--- config.mk ---
export PLATFORM = sky130hd
export DESIGN_NAME = tff_mod_counter
export DESIGN_NICKNAME = d
export VERILOG_FILES = /design/src/rtl/cnt_pkg.sv /design/src/rtl/tff_bank.sv /design/src/rtl/tff_mod_counter.sv
export SDC_FILE = /design/constraint.sdc
export NUM_CORES = 1
export LEC_CHECK = 0
export ABC_AREA = 1
export ABC_CLOCK_PERIOD_IN_PS = 1100
export CAP_MARGIN = 30
export CORE_AREA = 2 2 39 41
export CTS_CLUSTER_DIAMETER = 60
export DETAILED_ROUTE_END_ITERATION = 16
export DIE_AREA = 0 0 41 43
export DONT_BUFFER_PORTS = 1
export PLACE_DENSITY = 0.64
export SYNTH_ARGS = -nofsm -noshare
export SYNTH_HDL_FRONTEND = slang
export SYNTH_SLANG_ARGS = --single-unit
--- constraint.sdc ---
create_clock -name clk -period 1.1 [get_ports clk]
set_input_delay 0.165 -clock clk [delete_from_list [all_inputs] [get_ports clk]]
set_output_delay 0.165 -clock clk [all_outputs]
set_load 0.005 [all_outputs]
--- src/rtl/cnt_pkg.sv ---
// Shared command encoding for tff_mod_counter and its toggle bank.
package cnt_pkg;

  localparam int unsigned CMD_W = 2;

  typedef enum logic [CMD_W-1:0] {
    CMD_HOLD = 2'd0,
    CMD_UP   = 2'd1,
    CMD_DOWN = 2'd2,
    CMD_LOAD = 2'd3
  } cmd_e;

endpackage

--- src/rtl/tff_bank.sv ---
// Bank of WIDTH toggle cells: each bit flips when its mask bit is set.
module tff_bank #(
  parameter int unsigned WIDTH   = 4,
  parameter int unsigned RST_VAL = 0
) (
  input  logic             clk,
  input  logic             rstn,
  input  logic [WIDTH-1:0] mask,
  output logic [WIDTH-1:0] q
);

  logic [WIDTH-1:0] q_d, q_q;

  always_comb begin
    q_d = q_q ^ mask;
  end

  always_ff @(posedge clk or negedge rstn) begin
    if (!rstn) begin
      q_q <= WIDTH'(RST_VAL);
    end else begin
      q_q <= q_d;
    end
  end

  assign q = q_q;

endmodule

--- src/rtl/tff_mod_counter.sv ---
// Modulo-MOD up/down counter built on a toggle bank driven by a next-state mask.
// Define TFF_MOD_COUNTER_SATURATE_EN to saturate at the bounds instead of wrapping.
module tff_mod_counter
  import cnt_pkg::*;
#(
  parameter int unsigned WIDTH   = 4,
  parameter int unsigned MOD     = 2 ** WIDTH,
  parameter int unsigned RST_VAL = 0
) (
  input  logic             clk,
  input  logic             rstn,
  input  logic             clr,
  input  logic [1:0]       cmd,
  input  logic [WIDTH-1:0] load_val,
  input  logic             ovf_clr,
  output logic [WIDTH-1:0] count,
  output logic             tc,
  output logic             wrap,
  output logic             ovf,
  output logic             load_err
);

  // An out-of-range reset value is clamped so count never leaves 0..MOD-1.
  localparam int unsigned      RstSafe = (RST_VAL < MOD) ? RST_VAL : MOD - 1;
  localparam logic [WIDTH-1:0] MaxVal  = WIDTH'(MOD - 1);
  localparam logic [WIDTH:0]   ModExt  = (WIDTH + 1)'(MOD);

  cmd_e             cmd_s;
  logic [WIDTH-1:0] next_count;
  logic [WIDTH-1:0] mask;
  logic             wrap_d, wrap_q;
  logic             ovf_d, ovf_q;
  logic             load_err_d, load_err_q;

  assign cmd_s = cmd_e'(cmd);

  always_comb begin
    next_count = count;
    wrap_d     = 1'b0;
    load_err_d = 1'b0;
    if (clr) begin
      next_count = '0;
    end else begin
      unique case (cmd_s)
        CMD_LOAD: begin
          if ({1'b0, load_val} < ModExt) begin
            next_count = load_val;
          end else begin
            next_count = MaxVal;
            load_err_d = 1'b1;
          end
        end
        CMD_UP: begin
          if (count == MaxVal) begin
            wrap_d = 1'b1;
`ifdef TFF_MOD_COUNTER_SATURATE_EN
            next_count = MaxVal;
`else
            next_count = '0;
`endif
          end else begin
            next_count = count + WIDTH'(1);
          end
        end
        CMD_DOWN: begin
          if (count == '0) begin
            wrap_d = 1'b1;
`ifdef TFF_MOD_COUNTER_SATURATE_EN
            next_count = '0;
`else
            next_count = MaxVal;
`endif
          end else begin
            next_count = count - WIDTH'(1);
          end
        end
        CMD_HOLD: next_count = count;
      endcase
    end
    mask  = count ^ next_count;
    // A new wrap event takes precedence over a concurrent clear request.
    ovf_d = wrap_d | (ovf_q & ~ovf_clr);
  end

  tff_bank #(
    .WIDTH  (WIDTH),
    .RST_VAL(RstSafe)
  ) u_bank (
    .clk (clk),
    .rstn(rstn),
    .mask(mask),
    .q   (count)
  );

  always_ff @(posedge clk or negedge rstn) begin
    if (!rstn) begin
      wrap_q     <= 1'b0;
      ovf_q      <= 1'b0;
      load_err_q <= 1'b0;
    end else begin
      wrap_q     <= wrap_d;
      ovf_q      <= ovf_d;
      load_err_q <= load_err_d;
    end
  end

  assign tc = ~clr & (((cmd_s == CMD_UP) && (count == MaxVal)) ||
                      ((cmd_s == CMD_DOWN) && (count == '0)));

  assign wrap     = wrap_q;
  assign ovf      = ovf_q;
  assign load_err = load_err_q;

endmodule
Yosys cells after proc, flatten, opt, wreduce, memory -nomap -nowiden
Cells that the tools add are included.
{"block": "classes", "add_sub_neg": 2, "n_eq_ne": 4, "mux": 8, "bitwise": 7, "n_reduce_logical": 5}
{"op": "$pmux 4 s4", "n": 1}
{"op": "$mux 4", "n": 3}
{"op": "$xor 4x4->4", "n": 2}
{"op": "$add 4x1->4 const B", "n": 1}
{"op": "$eq 2x2->1 const B", "n": 2}
{"op": "$eq 4x4->1 const B", "n": 1}
{"op": "$logic_not 4->1", "n": 1}
{"op": "$sub 4x1->4 const B", "n": 1}
{"op": "$mux 1", "n": 3}
{"op": "$and 1x1->1", "n": 2}
{"op": "$eq 2x1->1 const B", "n": 1}
{"op": "$logic_and 1x1->1", "n": 2}
{"op": "$logic_not 2->1", "n": 1}
{"op": "$not 1->1", "n": 2}
{"op": "$pmux 1 s2", "n": 1}
{"op": "$logic_or 1x1->1", "n": 1}
{"op": "$or 1x1->1", "n": 1}
{"block": "totals", "reg_bits": 6, "word_cells": 29}

Longest topological paths before layout
{"block": "logic_depth", "word_depth": 6, "depth_mapped": 10, "depth_no_buf": 10}

Hierarchy
A second synthesis with hierarchy kept.
{"block": "hier_totals", "cells_unflattened": 107, "hier_area_um2": 664.4}
{"module": "tff_mod_counter", "instances": 1, "cells_each": 83, "area_per_inst_um2": 489.2}
{"module": "tff_bank", "instances": 1, "cells_each": 24, "area_per_inst_um2": 175.2}

Worst setup path after synthesis
OpenSTA, ideal clock, no wires.
{"block": "synth_path", "path_type": "reg-to-output", "from": "register u_bank.q_q[0], in the netlist u_bank.q[0]", "to": "output tc", "t_arrival_ps": 1080, "t_required_ps": 935, "path_slack_ps": -145, "stages_incl_launch_ff": 9, "n_path_buf": 0, "path_cell_list": "dfrtp_1 inv_1 ha_1 nand2_2 inv_2 nand3_2 o21ai_2 nand2_1 inv_1"}
{"block": "synth_between", "elab_chain_len": 4, "elab_cells_between_ends": 6}
{"element": "start, declared", "line": "tff_bank.sv:12", "text": "logic [WIDTH-1:0] q_d, q_q;"}
{"element": "start signal, assigned", "line": "tff_bank.sv:20", "text": "q_q <= WIDTH'(RST_VAL);"}
{"element": "start signal, assigned", "line": "tff_bank.sv:22", "text": "q_q <= q_d;"}
{"element": "$eq 4x4->1 / $logic_not 4->1 (equally long branches)", "line": "tff_mod_counter.sv:107, tff_mod_counter.sv:108"}
{"element": "$logic_and 1x1->1, on equally long branches", "line": "tff_mod_counter.sv:107, tff_mod_counter.sv:108"}
{"element": "$logic_or 1x1->1 *", "line": "tff_mod_counter.sv:107", "text": "assign tc = ~clr & (((cmd_s == CMD_UP) && (count == MaxVal)) ||"}
{"element": "$and 1x1->1 *", "line": "tff_mod_counter.sv:107"}
{"element": "end, declared", "line": "tff_mod_counter.sv:17", "text": "output logic tc,"}
Mark *: on every way between the ends. The rest lies on a longest branch, timed or not.

Worst setup path in the final report
Ends and elaborated chain as after synthesis.

==> reports/metrics.cfg <==
[run_status]
status = finished with violations
violations = negative setup slack

[synth]
yosysSeqAreaShare_pct = 27.9
synth_edf_count = 0
synthAdderAreaFrac_pct = 14.0
synth-simple-area-share_pct = 27.0
synth.avg_cell_area_um2 = 7.08
synth_flop_cell = dfrtp_1
synth_xor_area_share_pct = 0
synth.distinct_cells = 19
synth.top_cell.area_share_pct = 27.9
syn-cell-area_um2 = 538
ys.warnings.count = 0
ys_seq_elements = 6
synthMuxAreaShare_pct = 0
synth_top_area_cell = dfrtp_1
ys_top_cells_by_count = inv_1, nand2_1, nor2_1
synth_compound_area_share_pct = 15.1
synth_most_common_cell = inv_1
synthCells = 76
synth_top_family_by_area = simple AND/OR/NAND/NOR gates
async_flop_share_pct = 100
synthTopCellsByArea = dfrtp_1, ha_1, inv_1
syn_nets = 92

[worst_setup_path]
startpoint = u_bank.q[0]
cp_cell_sequence = inv_2 > ha_4 > nand2_2 > inv_2 > nand3_2 > o21ai_2 > nand2_1 > inv_1
r2r-start = u_bank.q[0]
max_stage_delay_ns = 0.41
r2r_slack_ns = -0.21
r2r_end = u_bank.q[2]
cp-end-kind = output pin
crit_type = reg2out
cp_max_fo = 3
cp-start-kind = flop
path_common_cell = inv_2
critical_path_arrival_ns = 1.29
worstPathRequired_ns = 0.94
cp_slowest_cell = dfrtp_1
cp_top_family = flip-flops
r2r_cells = 9
path_depth = 8
crit_buf_inv = 3

[grt]
overflow = 0
grt_usage_pct = 16.1
grt_max_degree = 10
antenna_found_initial = 0
grt_pass1_wl_um = 1990
grt_pass1_vias = 497

[placed_design]
portBuffers = 0
dp_hpwl_um = 881
place_congestion = 0.803
placedCellCount = 98

[cts]
cts_tree = done
cts_max_level = 1
root_buffer = clkbuf_4
cts_sinks = 6
cts_buffer_depth = 2
insertion_delay_ns = 0.24
clkTransAtPathRegs_ns = 0.05
cts_buffers = 3

[route]
num_vias = 545
first_pass_iters = 5
wl_um = 1250
drtAntennaViolNets = 0
wl_per_cell_um = 11.6
drc = 0
drtIter0Drc = 13
viasPerCell = 5.05

[timing]
fin_crit_sh_pct = 132
setup_viol = 7
timing.final.ws_setup_ns = -0.350
fin_crit_ns = 1.45
slew_violations = 0
fmaxAchievable_ghz = 0.690
final_hold_viol_count = 0
fin_worst_skew_ns = 0.000474
rsz0062_at_grt = true
holdWs_ns = 0.0651

[final_layout]
layout.cells.non_filler = 108
fin_nets = 109
layout-drive-gt1-share_pct = 43.5
utilization_pct = 53.6
filler_cell_count = 131
areaGrowthSynthToFinish_pct = 37.9
antenna_cells = 0

[job]
drv_cap = 0

[pwr]
powerDensity_nw_per_um2 = 1020
ir_drop_mv = 0.950
leakagePower_uw = 0.000394
power_uw = 756

[worst_hold_path]
hp-start = clr
worstHoldPathCells = 3
hold_class = in2reg
min_to = u_bank.q[3]

[die]
start_util_pct = 38.9
fp-row-count = 14
die_y_um = 43
io_pins = 18
die_x_um = 41
core_area_um2 = 1380
dieArea_um2 = 1760

[how the worst max path moves through the flow]
stage | end | slack, ns
6_report | tc | -0.35
5_1_grt | tc | -0.44
4_1_cts | tc | -0.33
3_5_place_dp | u_bank.q[3] | -0.12
3_3_place_gp | u_bank.q[3] | -0.12
2_1_floorplan | tc | -0.07
[flip-flops by register name, summed over array words and instances, names as in the netlist]
name and count:
u_bank.q 4, wrap 1, ovf 1
[layout make-up]
| type | instances | area (µm²) | share of cell area, % |
|---|---|---|---|
| well taps | 16 | 20.0 | 2.70 |
| clock buffers | 4 | 26.3 | 3.54 |
| flip-flops and latches | 6 | 153 | 20.6 |
| multi-input cells | 51 | 362 | 48.7 |
| inverters | 17 | 63.8 | 8.60 |
| repair buffers | 14 | 118 | 15.9 |
[metrics by stage]
step | worst slack (ns) | cell area, µm² | TNS (ns)
after floorplan | -0.0687 | 552 | -0.148
after global placement | -0.121 | 613 | -0.330
after detailed placement | -0.119 | 613 | -0.316
after CTS | -0.332 | 702 | -0.700
after global routing | -0.439 | 742 | -1.56
final | -0.350 | 742 | -1.01
[tightest hold or removal path, cell delays in order]
cell     delay [ns]
nor2_1         0.03
nand2_1        0.05
inv_1          0.03
[cells in the final DEF, fill, tap and decap left out, types with 2 or more instances in the layout]
| cell | instances |
|---|---|
| o21ai_0 | 2 |
| nand2_2 | 2 |
| buf_6 | 2 |
| dlygate4sd3_1 | 2 |
| clkbuf_4 | 3 |
| inv_1 | 10 |
| buf_4 | 10 |
| a21oi_1 | 6 |
| o21ai_2 | 3 |
| nand3_2 | 5 |
| ha_1 | 4 |
| nand3_1 | 2 |
| nor2_1 | 7 |
| nand2_1 | 10 |
| inv_2 | 7 |
| o21ai_1 | 2 |
| dfrtp_1 | 4 |
| dfrtp_2 | 2 |
[power by group]
group          switching (µW)  internal [µW]
logic                     139            133
clock network            81.9            138
registers                25.2            239
total                     247            510
[layer usage]
| metal | track usage, % | share of wire, % | wire length (µm) |
|---|---|---|---|
| met5 | 0 | 0 | 0 |
| met4 | 2.00 | 0 | 0 |
| met2 | 24.4 | 53 | 657 |
| met1 | 21.5 | 41 | 507 |
| met3 | 6.81 | 6.8 | 85 |
[timing repair]
item | CTS | global route
gates resized for setup | 7 | 7
buffers inserted | 3 | 1
endpoints found under the setup margin | 7 | 7
gates cloned | 0 | 0
pin swaps | 3 | 4
hold endpoints to repair | 7 | 0
hold buffers | 2 | 0
[kinds of logic after synthesis]
family	after synthesis
other	1
adder cells (fa/ha/maj)	6
buffers and inverters	19
AO/OA/AOI/OAI	14
flip-flops	6
AND/OR/NAND/NOR	30
Power figures use the tool's default switching activity.
